<file path="src/rtl/cnt_pkg.sv">
// Shared encodings and sizing helper for the counter bank.
package cnt_pkg;

    // Per-channel counting modes
    localparam logic [1:0] MODE_UP    = 2'b00;
    localparam logic [1:0] MODE_DN    = 2'b01;
    localparam logic [1:0] MODE_REV   = 2'b10;
    localparam logic [1:0] MODE_LDREV = 2'b11;

    // Tick source selection
    localparam logic [1:0] RATE_BTN  = 2'b00;
    localparam logic [1:0] RATE_FAST = 2'b01;
    localparam logic [1:0] RATE_SLOW = 2'b10;
    localparam logic [1:0] RATE_05HZ = 2'b11;

    // Bits needed to hold the values 0..v-1; never less than 1.
    function automatic int unsigned clog2(input int unsigned v);
        int unsigned     r;
        longint unsigned p;
        r = 0;
        p = 1;
        while (p < 64'(v)) begin
            p = p << 1;
            r = r + 1;
        end
        if (r == 0) begin
            r = 1;
        end
        return r;
    endfunction

endpackage

</file>
<file path="src/rtl/cnt_tick_gen.sv">
// Count-strobe generator: button synchroniser with edge detect, or a prescaler
// at one of three rates. Emits a registered one-cycle tick.
module cnt_tick_gen
    import cnt_pkg::*;
#(
    parameter int unsigned DIV_FAST = 5_000_000,
    parameter int unsigned DIV_SLOW = 25_000_000,
    parameter int unsigned DIV_05HZ = 100_000_000
) (
    input  logic       clk_50MHz,
    input  logic       R,
    input  logic       en,
    input  logic       step_btn,
    input  logic [1:0] rate_sel,
    output logic       tick
);

    localparam int unsigned DIV_FS  = (DIV_FAST > DIV_SLOW) ? DIV_FAST : DIV_SLOW;
    localparam int unsigned DIV_MAX = (DIV_FS > DIV_05HZ) ? DIV_FS : DIV_05HZ;
    localparam int unsigned PW      = clog2(DIV_MAX);

    localparam logic [PW-1:0] FAST_LAST = PW'(DIV_FAST - 1);
    localparam logic [PW-1:0] SLOW_LAST = PW'(DIV_SLOW - 1);
    localparam logic [PW-1:0] HZ05_LAST = PW'(DIV_05HZ - 1);

    logic [1:0]    sync_q, sync_d;
    logic          prev_q, prev_d;
    logic [1:0]    rate_q, rate_d;
    logic [PW-1:0] cnt_q, cnt_d;
    logic          tick_q, tick_d;
    logic [PW-1:0] cnt_last;
    logic          btn_edge;

    // Next-state for synchroniser, edge detector, prescaler and tick strobe
    always_comb begin
        sync_d   = {sync_q[0], step_btn};
        prev_d   = sync_q[1];
        rate_d   = rate_sel;
        cnt_d    = cnt_q;
        tick_d   = 1'b0;
        btn_edge = sync_q[1] & ~prev_q;
        case (rate_sel)
            RATE_FAST: cnt_last = FAST_LAST;
            RATE_SLOW: cnt_last = SLOW_LAST;
            RATE_05HZ: cnt_last = HZ05_LAST;
            default:   cnt_last = '0;
        endcase
        if (rate_sel != rate_q) begin
            // Restart the period cleanly on any rate switch; no tick this cycle
            cnt_d = '0;
        end else if (rate_sel == RATE_BTN) begin
            cnt_d  = '0;
            tick_d = en & btn_edge;
        end else if (en) begin
            if (cnt_q == cnt_last) begin
                cnt_d  = '0;
                tick_d = 1'b1;
            end else begin
                cnt_d = cnt_q + PW'(1);
            end
        end
    end

    // State registers, cleared asynchronously
    always_ff @(posedge clk_50MHz or negedge R) begin
        if (!R) begin
            sync_q <= '0;
            prev_q <= 1'b0;
            rate_q <= '0;
            cnt_q  <= '0;
            tick_q <= 1'b0;
        end else begin
            sync_q <= sync_d;
            prev_q <= prev_d;
            rate_q <= rate_d;
            cnt_q  <= cnt_d;
            tick_q <= tick_d;
        end
    end

    assign tick = tick_q;

endmodule

</file>
<file path="src/rtl/cnt_bank_param.sv">
// Bank of CH modulo-MOD counters sharing one count strobe, with per-channel
// up/down/rev/rev+load modes and a shared clamped load value.
module cnt_bank_param
    import cnt_pkg::*;
#(
    parameter int unsigned WIDTH    = 4,
    parameter int unsigned CH       = 4,
    parameter int unsigned MOD      = 16,
    parameter int unsigned DIV_FAST = 5_000_000,
    parameter int unsigned DIV_SLOW = 25_000_000,
    parameter int unsigned DIV_05HZ = 100_000_000
) (
    input  logic                clk_50MHz,
    input  logic                R,
    input  logic                en,
    input  logic                load,
    input  logic                rev,
    input  logic                step_btn,
    input  logic [1:0]          rate_sel,
    input  logic [2*CH-1:0]     mode,
    input  logic [WIDTH-1:0]    D,
    output logic [CH*WIDTH-1:0] Q,
    output logic [CH-1:0]       tc,
    output logic                tick
);

    localparam logic [WIDTH-1:0] LAST = WIDTH'(MOD - 1);

    logic [WIDTH-1:0] d_clamped;

    // Out-of-range load data saturates to the top count
    assign d_clamped = (D > LAST) ? LAST : D;

    cnt_tick_gen #(
        .DIV_FAST (DIV_FAST),
        .DIV_SLOW (DIV_SLOW),
        .DIV_05HZ (DIV_05HZ)
    ) u_tick_gen (
        .clk_50MHz (clk_50MHz),
        .R         (R),
        .en        (en),
        .step_btn  (step_btn),
        .rate_sel  (rate_sel),
        .tick      (tick)
    );

    for (genvar i = 0; i < CH; i++) begin : g_ch
        logic [1:0]       ch_mode;
        logic             count_dn;
        logic [WIDTH-1:0] q_q, q_d;
        logic             tc_q, tc_d;

        assign ch_mode = mode[2*i +: 2];

        // Channel next-state: load wins over a same-cycle tick and never flags tc
        always_comb begin
            case (ch_mode)
                MODE_UP: count_dn = 1'b0;
                MODE_DN: count_dn = 1'b1;
                default: count_dn = rev;
            endcase
            q_d  = q_q;
            tc_d = 1'b0;
            if (en && load && (ch_mode == MODE_LDREV)) begin
                q_d = d_clamped;
            end else if (en && tick) begin
                if (count_dn) begin
                    if (q_q == '0) begin
                        q_d  = LAST;
                        tc_d = 1'b1;
                    end else begin
                        q_d = q_q - WIDTH'(1);
                    end
                end else begin
                    if (q_q == LAST) begin
                        q_d  = '0;
                        tc_d = 1'b1;
                    end else begin
                        q_d = q_q + WIDTH'(1);
                    end
                end
            end
        end

        // Channel count and terminal-count registers
        always_ff @(posedge clk_50MHz or negedge R) begin
            if (!R) begin
                q_q  <= '0;
                tc_q <= 1'b0;
            end else begin
                q_q  <= q_d;
                tc_q <= tc_d;
            end
        end

        assign Q[WIDTH*i +: WIDTH] = q_q;
        assign tc[i]               = tc_q;
    end

endmodule

</file>
<file path="config.mk">
export PLATFORM = sky130hd
export DESIGN_NAME = cnt_bank_param
export DESIGN_NICKNAME = d
export VERILOG_FILES = /design/src/rtl/cnt_pkg.sv /design/src/rtl/cnt_tick_gen.sv /design/src/rtl/cnt_bank_param.sv
export SDC_FILE = /design/constraint.sdc
export NUM_CORES = 1
export LEC_CHECK = 0
export CAP_MARGIN = 15
export CORE_MARGIN = 1.5
export CORE_UTILIZATION = 56
export DETAILED_ROUTE_END_ITERATION = 8
export MAX_ROUTING_LAYER = met4
export PLACE_DENSITY_LB_ADDON = 0.1
export SETUP_SLACK_MARGIN = 0.1
export SLEW_MARGIN = 40
export SYNTH_ARGS = -nofsm -noshare
export SYNTH_HDL_FRONTEND = slang
export SYNTH_SLANG_ARGS = --single-unit
</file>
<file path="constraint.sdc">
create_clock -name clk_50MHz -period 3.18 [get_ports clk_50MHz]
set_clock_uncertainty 0.2 [all_clocks]
set_input_delay 0.318 -clock clk_50MHz [delete_from_list [all_inputs] [get_ports clk_50MHz]]
set_output_delay 0.318 -clock clk_50MHz [all_outputs]
set_load 0.01 [all_outputs]
</file>
---- Word level (Yosys, flattened, before mapping) ----
Cells that the tools add are included.
word-level totals
  flip-flop bits (word level) ............. 53
  input port bits ......................... 20
  logic and storage cells ................. 117
cells by class
  $add $sub $neg .......................... 9
  $lt $le $gt $ge ......................... 1
  eq/ne operators ......................... 17
  multiplexer cells ....................... 54
  bitwise operators ....................... 3
  reductions and logical operators ........ 20
operators with widths
  cell                                              count
  2-to-1 mux 27 bit                                 4
  2-to-1 mux 4 bit                                  21
  one-hot mux 27 bit (3 select lines)               1
  adder 27 x 1 -> 27 bit, second input constant     1
  == test 27 bit                                    1
  2-to-1 mux 1 bit                                  24
  adder 4 x 1 -> 4 bit, second input constant       4
  == test 4 bit, second input constant              4
  zero test 4 bit                                   4
  subtractor 4 x 1 -> 4 bit, second input constant  4
  == test 2 bit, second input constant              6
  == test 2 x 1 -> 1 bit, second input constant     5
  zero test 2 bit                                   5
  one-hot mux 1 bit (2 select lines)                4
  nonzero test 2 bit                                4
  logical AND 1 bit                                 6
  > comparator 4 bit, second input constant         1
  nonzero test 3 bit                                1
  bitwise AND 1 bit                                 2
  inequality test 2 bit                             1
  NOT 1 bit                                         1

---- Longest topological paths before layout ----
  depth in word-level cells ............... 7
  gate-level depth with buffers ........... 9
  depth with buffers taken out ............ 7

---- Modules after synthesis ----
Synthesis repeated with hierarchy kept, for this count alone.
unflattened totals
  cell total of the unflattened synthesis .. 405
  area total of the unflattened synthesis .. 3527.1 um^2
modules (own cells, without submodules)
  module          times used  cells each  area an instance (um^2)
  cnt_tick_gen    1           215         1941.9
  cnt_bank_param  1           190         1585.3

---- Least setup slack after synthesis ----
No wires, ideal clock.
  path type ............................... in2reg
  from .................................... input rate_sel[0]
  to ...................................... register u_tick_gen.tick_q, in the netlist u_tick_gen.tick
  library setup time ...................... 111 ps
  data arrival time ....................... 2382 ps
  required time ........................... 2869 ps
  setup slack ............................. 486 ps
  stages .................................. 7
  path buffers ............................ 0
  cell sequence ........................... inv_1 -> ha_1 -> or4_1 -> a22oi_2 -> nand4_4 -> or4_1 -> a2111oi_2
between the ends
  cells in the longest elaborated chain, start to end .. 7
  elaborated cells between the ends (all ways) .. 11
  classes of those cells .................. eq/ne: 5; mux: 5; reduce/logical: 1
ends and longest elaborated chain
  element                                                  RTL line              RTL
  start: declaration                                       cnt_bank_param.sv:19  input logic [1:0] rate_sel,
  == test 2 bit or == test 2 x 1 -> 1 bit (tied branches)  cnt_tick_gen.sv:42    case (rate_sel)
  one-hot mux 27 bit (3 select lines)                      cnt_tick_gen.sv:42
  == test 27 bit                                           cnt_tick_gen.sv:55    if (cnt_q == cnt_last) begin
  2-to-1 mux 1 bit                                         cnt_tick_gen.sv:55
  2-to-1 mux 1 bit                                         cnt_tick_gen.sv:54    end else if (en) begin
  2-to-1 mux 1 bit                                         cnt_tick_gen.sv:51    end else if (rate_sel == RATE_BTN) begin
  2-to-1 mux 1 bit *                                       cnt_tick_gen.sv:48    if (rate_sel != rate_q) begin
  named net u_tick_gen.tick_d                              cnt_tick_gen.sv:30    logic tick_q, tick_d;
  end signal: assignment                                   cnt_tick_gen.sv:77    tick_q <= tick_d;
  end: declaration                                         cnt_tick_gen.sv:30
Mark *: on every way through the listed nets, which the timed path passes. The rest lies on a longest branch.
A chain may end at the register's enable or synchronous reset.

---- Worst setup path in the final report ----
  from .................................... input rate_sel[1]
  to ...................................... register u_tick_gen.tick_q, in the netlist u_tick_gen.tick
Same word-level chain as after synthesis.

==> summary.txt <==
Postcts setup bufs - 0
Root buffer cell - clkbuf_8
Non-Filler Instances - 510
Sequential area share after synthesis - 0.389
CP Capture Type - register
Final slew viol count - 0
Number of global-route vias before repair - 2847
Synth Area in XOR/XNOR - 0.0616
Synth area leader - dfrtp_1
Hold Violations, Final - 0
Total GRT Usage - 0.269
Slowest-stage cell, CP - or4_1
DRC Markers - 0
Antenna viol nets, final - 0
WP buf/inv - 1
Clock Path Buffers - 2
Top cells by count, synth - 53 x dfrtp_1, 45 x a21oi_1, 41 x nor2_1
CP Cell Sequence - clkdlybuf4s50_1, ha_1, or4_1, a22oi_2, nand4_4, or4_1, a2111oi_2
Main combinational cell family by area after synthesis - simple AND/OR/NAND/NOR gates
Number of nets in the layout - 467
Mux contribution to synthesized area - 0.0147
Clock latency on the worst-skew pair - 320 ps
Reg2reg start - u_tick_gen.cnt_q[2]$_DFFE_PN0P_
First-pass GRT wire length - 13.3 mm
DR iter-0 viols - 192
Fill count - 494
Synth top area share - 0.389
Final Cycle Share - 0.889
CTS tree - done
Post-synth EDFFs - 0
# rows - 28
Unrepaired setup endpoints after global routing - no
Tmin final - 2830 ps
Largest cells by area after synthesis - dfrtp_1 39%, a21oi_1 6.6%, ha_1 4.8%, nor2_1 4.5%, xor2_1 4.4%
DP HPWL - 5.99 mm
MaxCap Viol Count - 0
Final setup violation count - 0
Worst Setup SP - rate_sel[1]
CP peak stage delay - 540 ps
Hold Path Origin - rate_sel[0]
Synth warn - 0
Cell mode on critical path - or4_1
Post-synth top flop - dfrtp_1
Power Density - 418 nW/um2
Via count - 3124
Post-synthesis compound-gate area fraction - 0.204
Port bufs - 40
Initial Utilization - 0.580
Worst Path Max Fanout - 4
Vias per cell - 6.13
Die X - 81.1 um
Netlist Area Pre-Place - 3410 um2
Die height - 81.1 um
Antenna violations before repair - 0
CP Class - primary input to register
Die area - 6570 um2
Io pins - 41
Placed Cells - 501
Slew at the pin closest to its max-slew limit - 744 ps
Average size of a mapped cell - 8.77 um2
Synth Area in Adders - 0.0477
Fin Setup TNS - 0 ps
Syn nets - 422
Leakage - 1.60 nW
GPL Wtd Cong - 0.867
H-tree depth - 2
Worst hold-check path type - primary input to register
Clk sink count - 53
Netlist cell types - 49
Total wire length - 8.21 mm
Peak supply drop - 0.315 mV
Cells after synthesis - 389
Total grt overflow - 0
Crit path max-delay family - simple AND/OR/NAND/NOR gates
Post-synthesis simple-gate area fraction - 0.238
CTS clock-pin slew for the worst setup and hold paths - 100 ps
Layout area overhead - 18.2%
Maximum number of pins on one net before global-route repair - 36
Max Clk Rate - 354 MHz
Synthesized flop and latch total - 53
Max-slew headroom - 0.503
Detailed-router iteration count before antenna repair - 4
Core ar. - 5890 um2
Crit path DAT - 2840 ps
Most frequent cell after synthesis - dfrtp_1
Crit path launch type - primary input
Async SR Flop Fraction - 1.00
Worst path required time - 3190 ps
Status - completed
Share of cells above drive strength 1 - 0.0828
Ant. Diodes - 0
WL/cell - 16.1 um
Num CTS Buffers - 5
[repair_timing]
| action | in CTS | in global routing |
|---|---|---|
| endpoints found under the setup margin | 0 | 1 |
| hold endpoints to repair | 18 | 0 |
| gates resized for setup | 0 | 1 |
| hold buffers | 1 | 0 |
[through the flow]
stage	hold slack (ps)	util	power (mW)	setup slack, ps	cell area [um2]
floorplan	-178	-	1.09	486	3410
global placement	74.8	0.668	1.28	-32.5	3930
detailed placement	78.5	0.668	1.30	-158	3930
CTS	164	0.685	1.69	171	4030
global route	165	0.685	1.78	258	4030
finish	150	0.685	1.68	354	4030
[worst paths after layout]
path,end,slack (ps),cells after the start
setup / recovery,u_tick_gen.tick$_DFF_PN0_,350,7
hold / removal,u_tick_gen.rate_q[0]$_DFF_PN0_,150,2
setup reg to reg,u_tick_gen.cnt_q[21]$_DFFE_PN0P_,650,5
hold reg to reg,u_tick_gen.sync_q[1]$_DFF_PN0_,160,0
max in group asynchronous,g_ch[0].tc_q$_DFF_PN0_,1710,3
min in group asynchronous,u_tick_gen.cnt_q[19]$_DFFE_PN0P_,260,2
[state kept, by name, indices dropped and copies added, names as in the netlist]
name,flops
u_tick_gen.tick,1
u_tick_gen.rate_q,2
g_ch.q_q,16
g_ch.tc_q,4
u_tick_gen.prev_q,1
u_tick_gen.sync_q,2
u_tick_gen.cnt_q,27
[worst register-to-register path: cells and delay by family (launching register included)]
family / cells / cell delay [ps]
flip-flops: 1 / 470
AND/OR/NAND/NOR: 4 / 1630
AO/OA/AOI/OAI: 1 / 160
[final cells by class]
cell class | instances | area [um2] | area share
multi-input combinational | 300 | 1930 | 0.479
inverter | 17 | 63.8 | 0.0158
timing repair buffer | 57 | 528 | 0.131
sequential | 53 | 1330 | 0.329
clock inverter | 2 | 15.0 | 0.00372
clock buffer | 6 | 72.6 | 0.0180
tap | 75 | 93.8 | 0.0233
[routing by layer]
metal	vias to the layer above	global-route usage	wire length, um
met5	-	-	0
met4	0	0.0759	127
met3	12	0.0404	305
met2	84	0.409	3850
met1	1494	0.374	3930
li1	1534	-	-
[power breakdown]
part           leakage [nW]  total (mW)  internal [mW]  switching, mW
registers             0.682       0.811          0.721         0.0902
logic                 0.883       0.479          0.240          0.239
clock network        0.0374       0.394          0.156          0.238
[layout by cell type (no fill, tap or decap), types with 15 or more instances in the layout]
cell	synthesis	routed
buf_4	4	16
nor2_1	41	41
xor2_1	17	17
inv_1	16	16
nand4_1	20	20
o21ai_0	15	15
a21oi_1	45	45
nand2_1	24	24
clkdlybuf4s50_1	0	38
dfrtp_1	53	53
[cells by family after synthesis]
logic type / Yosys count
compound gates: 106
simple gates: 152
mux: 5
xor+xnor: 24
flops: 53
buf+inv: 36
fa+ha+maj: 13
(Power assumes the default switching activity.)
